**src/rtl/door_game_pkg.sv**
```systemverilog
// Shared types and helpers for the door-guessing game round controller.
// Width functions keep every instantiating module consistent.
package door_game_pkg;

  typedef enum logic [2:0] {
    StIdle     = 3'd0,
    StSelect   = 3'd1,
    StReveal   = 3'd2,
    StScore    = 3'd3,
    StGameOver = 3'd4
  } state_t;

  // Fibonacci feedback taps 16,14,13,11 expressed as bit positions 15,13,12,10.
  localparam logic [15:0] LfsrTaps = 16'hB400;

  function automatic int unsigned door_width(input int unsigned num_doors);
    return (num_doors > 1) ? $clog2(num_doors) : 1;
  endfunction

  function automatic int unsigned life_width(input int unsigned max_lives);
    return $clog2(max_lives + 1);
  endfunction

  function automatic int unsigned player_width(input int unsigned num_players);
    return (num_players > 1) ? $clog2(num_players) : 1;
  endfunction

  function automatic logic [15:0] lfsr_step(input logic [15:0] value);
    return {value[14:0], ^(value & LfsrTaps)};
  endfunction

endpackage

```
**src/rtl/round_timer.sv**
```systemverilog
// Round countdown: sub-second tick counter plus the displayed seconds value.
// load re-arms the round; enable lets time pass.
module round_timer #(
  parameter int unsigned TICKS_PER_SEC = 25000000,
  parameter int unsigned ROUND_SECONDS = 10
) (
  input  logic       i_clk,
  input  logic       i_rst_n,
  input  logic       i_load,
  input  logic       i_enable,
  output logic       o_sec_pulse,
  output logic       o_expired,
  output logic [5:0] o_seconds_left
);

  localparam int unsigned TickW = (TICKS_PER_SEC > 1) ? $clog2(TICKS_PER_SEC) : 1;
  localparam logic [TickW-1:0] TickMax = TickW'(TICKS_PER_SEC - 1);
  localparam logic [5:0] SecInit = 6'(ROUND_SECONDS);

  logic [TickW-1:0] r_ticks;
  logic [5:0]       r_secs;

  assign o_sec_pulse    = i_enable && (r_ticks == TickMax);
  // Level flag: the final second is running, so the next pulse ends the round.
  assign o_expired      = (r_secs == 6'd1);
  assign o_seconds_left = r_secs;

  always_ff @(posedge i_clk or negedge i_rst_n) begin
    if (!i_rst_n) begin
      r_ticks <= '0;
      r_secs  <= SecInit;
    end else if (i_load) begin
      r_ticks <= '0;
      r_secs  <= SecInit;
    end else if (i_enable) begin
      if (r_ticks == TickMax) begin
        r_ticks <= '0;
        if (r_secs != 6'd0) begin
          r_secs <= r_secs - 6'd1;
        end
      end else begin
        r_ticks <= r_ticks + TickW'(1);
      end
    end
  end

endmodule

```
**src/rtl/door_game_ctrl.sv**
```systemverilog
// Round controller for the door-guessing game: lives, correct door, reveal flag.
// Owns the LFSR door picker, per-player choice locks and the game FSM.
module door_game_ctrl
  import door_game_pkg::*;
#(
  parameter int unsigned NUM_PLAYERS   = 2,
  parameter int unsigned NUM_DOORS     = 4,
  parameter int unsigned MAX_LIVES     = 3,
  parameter int unsigned TICKS_PER_SEC = 25000000,
  parameter int unsigned ROUND_SECONDS = 10,
  parameter int unsigned REVEAL_TICKS  = 50000000,
  parameter logic [15:0] LFSR_SEED     = 16'hACE1,
  localparam int unsigned DOOR_W       = door_width(NUM_DOORS),
  localparam int unsigned LIFE_W       = life_width(MAX_LIVES),
  localparam int unsigned PLAYER_W     = player_width(NUM_PLAYERS)
) (
  input  logic                          i_clk,
  input  logic                          i_rst_n,
  input  logic                          i_start,
  input  logic [NUM_PLAYERS*DOOR_W-1:0] i_choice,
  input  logic [NUM_PLAYERS-1:0]        i_choice_valid,
  output logic [NUM_PLAYERS*LIFE_W-1:0] o_lives,
  output logic [DOOR_W-1:0]             o_correct_door,
  output logic                          o_time_up,
  output logic [5:0]                    o_seconds_left,
  output logic [2:0]                    o_state,
  output logic [PLAYER_W-1:0]           o_winner,
  output logic                          o_draw
);

  localparam int unsigned RevW = (REVEAL_TICKS > 1) ? $clog2(REVEAL_TICKS) : 1;
  localparam logic [RevW-1:0] RevMax = RevW'(REVEAL_TICKS - 1);
  localparam int unsigned CntW = $clog2(NUM_PLAYERS + 1);
  localparam logic [LIFE_W-1:0] LivesInit = LIFE_W'(MAX_LIVES);

  state_t                               r_state;
  logic [15:0]                          r_lfsr;
  logic [NUM_PLAYERS-1:0][LIFE_W-1:0]   r_lives;
  logic [NUM_PLAYERS-1:0][DOOR_W-1:0]   r_pick;
  logic [NUM_PLAYERS-1:0]               r_lock;
  logic [DOOR_W-1:0]                    r_door;
  logic                                 r_time_up;
  logic [RevW-1:0]                      r_rev_cnt;
  logic [PLAYER_W-1:0]                  r_winner;
  logic                                 r_draw;

  logic [NUM_PLAYERS-1:0][DOOR_W-1:0]   w_choice;
  logic [NUM_PLAYERS-1:0]               w_alive;
  logic [NUM_PLAYERS-1:0]               w_lock_next;
  logic [NUM_PLAYERS-1:0][LIFE_W-1:0]   w_lives_scored;
  logic [CntW-1:0]                      w_num_survivors;
  logic [PLAYER_W-1:0]                  w_survivor;
  logic                                 w_all_locked;
  logic                                 w_new_game;
  logic                                 w_enter_select;
  logic                                 w_timer_en;
  logic                                 w_sec_pulse;
  logic                                 w_last_second;
  logic                                 w_time_out;

  assign w_choice = i_choice;

  always_comb begin
    w_alive         = '0;
    w_lock_next     = r_lock;
    w_lives_scored  = r_lives;
    w_num_survivors = '0;
    w_survivor      = '0;
    for (int p = 0; p < NUM_PLAYERS; p++) begin
      w_alive[p] = (r_lives[p] != '0);
      if (i_choice_valid[p] && w_alive[p]) begin
        w_lock_next[p] = 1'b1;
      end
      if (w_alive[p] && (!r_lock[p] || (r_pick[p] != r_door))) begin
        w_lives_scored[p] = r_lives[p] - LIFE_W'(1);
      end
      if (w_lives_scored[p] != '0) begin
        w_num_survivors = w_num_survivors + CntW'(1);
        w_survivor      = PLAYER_W'(p);
      end
    end
    // Includes this cycle's strobes so the last lock ends the round immediately.
    w_all_locked = ((w_lock_next & w_alive) == w_alive);
  end

  assign w_new_game     = i_start && ((r_state == StIdle) || (r_state == StGameOver));
  assign w_enter_select = w_new_game ||
                          ((r_state == StScore) && (w_num_survivors > CntW'(1)));
  assign w_timer_en     = (r_state == StSelect);
  assign w_time_out     = w_sec_pulse && w_last_second;

  round_timer #(
    .TICKS_PER_SEC (TICKS_PER_SEC),
    .ROUND_SECONDS (ROUND_SECONDS)
  ) u_round_timer (
    .i_clk          (i_clk),
    .i_rst_n        (i_rst_n),
    .i_load         (w_enter_select),
    .i_enable       (w_timer_en),
    .o_sec_pulse    (w_sec_pulse),
    .o_expired      (w_last_second),
    .o_seconds_left (o_seconds_left)
  );

  always_ff @(posedge i_clk or negedge i_rst_n) begin
    if (!i_rst_n) begin
      r_state   <= StIdle;
      r_lfsr    <= LFSR_SEED;
      r_lives   <= {NUM_PLAYERS{LivesInit}};
      r_pick    <= '0;
      r_lock    <= '0;
      r_door    <= '0;
      r_time_up <= 1'b0;
      r_rev_cnt <= '0;
      r_winner  <= '0;
      r_draw    <= 1'b0;
    end else begin
      r_lfsr <= lfsr_step(r_lfsr);
      case (r_state)
        StIdle, StGameOver: begin
          if (i_start) begin
            r_lives <= {NUM_PLAYERS{LivesInit}};
            r_draw  <= 1'b0;
            r_lock  <= '0;
            r_door  <= r_lfsr[DOOR_W-1:0];
            r_state <= StSelect;
          end
        end
        StSelect: begin
          for (int p = 0; p < NUM_PLAYERS; p++) begin
            if (i_choice_valid[p] && w_alive[p] && !r_lock[p]) begin
              r_pick[p] <= w_choice[p];
            end
          end
          r_lock <= w_lock_next;
          if (w_time_out || w_all_locked) begin
            r_state   <= StReveal;
            r_time_up <= 1'b1;
            r_rev_cnt <= '0;
          end
        end
        StReveal: begin
          if (r_rev_cnt == RevMax) begin
            r_state   <= StScore;
            r_time_up <= 1'b0;
          end else begin
            r_rev_cnt <= r_rev_cnt + RevW'(1);
          end
        end
        StScore: begin
          r_lives <= w_lives_scored;
          if (w_num_survivors == CntW'(0)) begin
            r_draw  <= 1'b1;
            r_state <= StGameOver;
          end else if (w_num_survivors == CntW'(1)) begin
            r_winner <= w_survivor;
            r_state  <= StGameOver;
          end else begin
            r_lock  <= '0;
            r_door  <= r_lfsr[DOOR_W-1:0];
            r_state <= StSelect;
          end
        end
        default: r_state <= StIdle;
      endcase
    end
  end

  assign o_lives        = r_lives;
  assign o_correct_door = r_door;
  assign o_time_up      = r_time_up;
  assign o_state        = r_state;
  assign o_winner       = r_winner;
  assign o_draw         = r_draw;

endmodule

```
**config.mk**
```make
export PLATFORM = sky130hd
export DESIGN_NAME = door_game_ctrl
export DESIGN_NICKNAME = d
export VERILOG_FILES = /design/src/rtl/door_game_pkg.sv /design/src/rtl/round_timer.sv /design/src/rtl/door_game_ctrl.sv
export SDC_FILE = /design/constraint.sdc
export NUM_CORES = 1
export LEC_CHECK = 0
export BUFFER_PORTS_ARGS = -buffer_cell sky130_fd_sc_hd__buf_4
export CAP_MARGIN = 5
export CORE_MARGIN = 5
export CORE_UTILIZATION = 60
export CTS_CLUSTER_DIAMETER = 40
export CTS_CLUSTER_SIZE = 14
export DETAILED_ROUTE_END_ITERATION = 7
export GPL_TIMING_DRIVEN = 0
export MAX_ROUTING_LAYER = met4
export PLACE_DENSITY = 0.78
export RECOVER_POWER = 25
export REMOVE_ABC_BUFFERS = 1
export SKIP_CTS_REPAIR_TIMING = 1
export SYNTH_ARGS = -nofsm -noshare
export SYNTH_HDL_FRONTEND = slang
export SYNTH_SLANG_ARGS = --single-unit
```
**constraint.sdc**
```tcl
create_clock -name i_clk -period 5.1 [get_ports i_clk]
set_input_delay 0.255 -clock i_clk [delete_from_list [all_inputs] [get_ports i_clk]]
set_output_delay 0.255 -clock i_clk [all_outputs]
set_load 0.005 [all_outputs]
```
==> results.py <==
metrics = {
    "pwr": {
        "ir_worst_vdd_mv": 0.205,
        "p_per_area_nw_per_um2": 416,
        "p_switching_mw": 0.855,
        "p_leak_nw": 2.24,
        "internal_power_mw": 1.26,
        "combPwrFrac": 0.351,
        "seqPwrFrac": 0.440,
        "finalPower_mw": 2.11,
        "p_clk_frac": 0.209,
        "swShare": 0.405,
    },
    "die": {
        "coreArea_sq_um": 7610,
        "die_x_um": 97.8,
        "die_area_sq_um": 9570,
        "start_util": 0.608,
        "num_rows": 32,
        "die_y_um": 97.8,
        "io_pins": 27,
    },
    "clocking": {
        "cts_tree": "built",
        "root_buffer": "clkbuf_8",
        "cts_buffers": 9,
        "cts.path.max_buffers": 2,
        "insertion_delay_ps": 360,
        "h-tree-depth": 3,
        "cts_sinks": 91,
        "clk_pin_slew_worst_paths_ps": 100,
    },
    "sta": {
        "finClkSkew_ps": 13.8,
        "slew_violations": 92,
        "setup_viol": 0,
        "hold_viol": 0,
        "setup_ws_ps": 1570,
        "relSlewSlack": -0.469,
        "worst_slew_pin_slew_ps": 2200,
        "timing.final.crit_share": 0.692,
        "grt_setup_unrepaired": "no",
        "fin_tns_setup_ps": 0,
        "period_needed_ps": 3530,
        "fmax_ghz": 0.283,
    },
    "logic_synthesis": {
        "yosysSeqAreaShare": 0.496,
        "ys_seq_elements": 91,
        "async_flop_share": 1.00,
        "yosys_warnings": 0,
        "yosys.area_share.xor_xnor": 0.0625,
        "dominantRegCellSynth": "dfrtp_1",
        "synth_edf_count": 0,
        "synth_cell_type_count": 53,
        "synthTopCellsByArea": "dfrtp_1 42%, dfstp_2 8.0%, nor2_1 4.7%",
        "yosysTopAreaCellShare": 0.417,
        "synthAdderAreaFrac": 0.0243,
        "synthMuxAreaShare": 0.0187,
        "synth_area_sq_um": 4630,
        "synth_top_cell_by_area": "dfrtp_1",
        "syn_avg_cell_area_sq_um": 9.78,
        "synth_top_family_by_area": "simple AND/OR/NAND/NOR gates",
        "synth-simple-area-share": 0.258,
        "syn_inst": 473,
        "synth_compound_area_frac": 0.118,
    },
    "setup_path": {
        "path_depth": 11,
        "required_ps": 5290,
        "crit_family": "simple AND/OR/NAND/NOR gates",
        "worstPathArrival_ps": 3720,
        "critPathMaxFanout": 18,
        "r2r_setup_slack_ps": 1570,
        "path_class": "register to register",
        "rr_endpoint": "u_round_timer.r_ticks[7]",
        "cp-endpoint": "u_round_timer.r_ticks[7]",
        "ff2ff_path_depth": 11,
        "critical_path.startpoint": "o_lives[0]",
        "path_buf_inv": 2,
        "cp_slowest_cell": "nor2_1",
        "startpoint_type": "register",
        "max_stage_delay_ps": 900,
        "worstReg2RegStart": "o_lives[0]",
        "critPathCaptureType": "register",
        "cp_common_cell": "nor2_1",
        "path_cells": "inv_1 > ha_1 > a31oi_1 > nor3_1 > a31o_2 > inv_1 > ha_1 > a31o_2 > nor2_1 > nor2_1 > nor2_1",
    },
    "route": {
        "drt_first_pass_iters": 5,
        "totalWireLength_um": 9820,
        "num_vias": 3690,
        "drt_iter0_drc": 238,
        "ant_nets": 0,
        "wl_per_cell_um": 16.2,
        "drc_errors": 0,
        "vias_per_cell": 6.07,
    },
    "placed_design": {
        "place_ws_ps": 1640,
        "finalWeightedCongestion": 0.855,
        "dp_hpwl_um": 6900,
        "port_buffers": 26,
    },
    "outcome": {
        "violations": "max-capacitance violations, max-slew violations",
        "status": "complete, but fails checks",
    },
    "final_layout": {
        "area_growth_pct": 9.87,
        "n_antenna_cell": 0,
        "final_layout_size_suffix_gt1_frac": 0.150,
        "fin_nets": 519,
    },
    "grt": {
        "grt_pass1_wl_um": 16900,
        "antenna_found_initial": 0,
        "grt_overflow": 0,
        "gr-usage-all-layers": 0.222,
        "grt_pass1_vias": 3566,
        "grt_max_degree": 92,
    },
    "run": {
        "drv_cap": 1,
    },
    "worst_hold_path": {
        "worst_hold_path_type": "input port to register",
    },
}
-- synthesized netlist by cell type (6+ instances only) --
| master | instances |
|---|---|
| a31oi_1 | 18 |
| nand2b_1 | 7 |
| dfstp_2 | 14 |
| o21ai_1 | 9 |
| or3_1 | 7 |
| a21oi_1 | 13 |
| nand2_1 | 39 |
| nor2_1 | 58 |
| o31ai_1 | 6 |
| o21ai_0 | 19 |
| nor3_1 | 13 |
| dfrtp_1 | 77 |
| xor2_1 | 16 |
| nand4_1 | 18 |
| and3_1 | 8 |
| inv_1 | 18 |
| nand3_1 | 25 |
| and2_1 | 10 |
| xnor2_1 | 17 |
| ha_1 | 9 |
-- per-layer routing --
| layer | vias up | share of wire | track usage | wire, um |
|---|---|---|---|---|
| met5 | - | 0 | - | 0 |
| met4 | 0 | 0.014 | 0.0596 | 136 |
| met3 | 16 | 0.046 | 0.0407 | 447 |
| met2 | 108 | 0.50 | 0.363 | 4920 |
| met1 | 1804 | 0.44 | 0.286 | 4320 |
| li1 | 1762 | - | - | - |
-- registers in the layout, indices dropped and copies added, names as in the netlist --
| name | flops |
|---|---|
| r_rev_cnt | 26 |
| u_round_timer.r_ticks | 25 |
| r_lfsr | 16 |
| u_round_timer.o_seconds_left | 6 |
| o_lives | 4 |
| r_pick | 4 |
| o_state | 3 |
| o_correct_door | 2 |
| r_lock | 2 |
| o_draw | 1 |
| o_time_up | 1 |
| o_winner | 1 |
-- power groups by stage --
stage | Sequential [mW] | Clock (mW) | Combinational [mW]
6_report | 0.929 | 0.442 | 0.741
3_3_place_gp | 0.929 | 0 | 0.703
5_1_grt | 0.943 | 0.493 | 0.820
3_5_place_dp | 0.940 | 0 | 0.734
2_1_floorplan | 0.915 | 0 | 0.500
4_1_cts | 0.926 | 0.450 | 0.738
-- layout make-up --
class / count / area (sq um)
multi-input cells: 355 / 2220
flip-flops and latches: 91 / 2290
clock buffers: 9 / 124
repair buffers: 26 / 193
well taps: 102 / 128
fillers: 596 / 2520
inverters: 18 / 67.6
clock inverters: 7 / 52.6
-- worst min path at each step --
stage / cells past startpoint / slack [ps] / end / startpoint
floorplan: 0 / -40 / o_correct_door[0] / i_rst_n
global placement: 0 / 340 / r_lfsr[15] / r_lfsr[14]
detailed placement: 0 / 340 / r_lfsr[10] / r_lfsr[9]
CTS: 2 / 120 / r_pick[3] / i_choice[3]
global route: 2 / 110 / r_pick[1] / i_choice[1]
finish: 2 / 130 / r_pick[3] / i_choice[3]
-- cell usage in the layout (no fill, tap or decap), types with 16 or more instances in the layout --
master and count:
a31oi_1 18, buf_4 25, dfrtp_1 77, inv_1 18, nand2_1 39, nand3_1 25
nand4_1 18, nor2_1 58, o21ai_0 19, xnor2_1 17, xor2_1 16
-- stage by stage --
| stage | area [sq um] | std cells | hold WS (ps) | utilization |
|---|---|---|---|---|
| floorplan | 4590 | 464 | -40.6 | - |
| global placement | 4910 | 592 | 337 | 0.645 |
| detailed placement | 4910 | 592 | 337 | 0.645 |
| CTS | 5080 | 608 | 117 | 0.668 |
| global route | 5080 | 608 | 113 | 0.668 |
| finish | 5080 | 608 | 128 | 0.668 |
-- logic make-up (layout without fill, tap and decap cells) --
kind of cell / count (synthesis) / after routing
xor+xnor: 33 / 33
flops: 91 / 91
fa+ha+maj: 9 / 9
buf+inv: 27 / 60
compound gates: 86 / 86
mux: 8 / 8
simple gates: 219 / 219
Power figures use the tool's default switching activity.
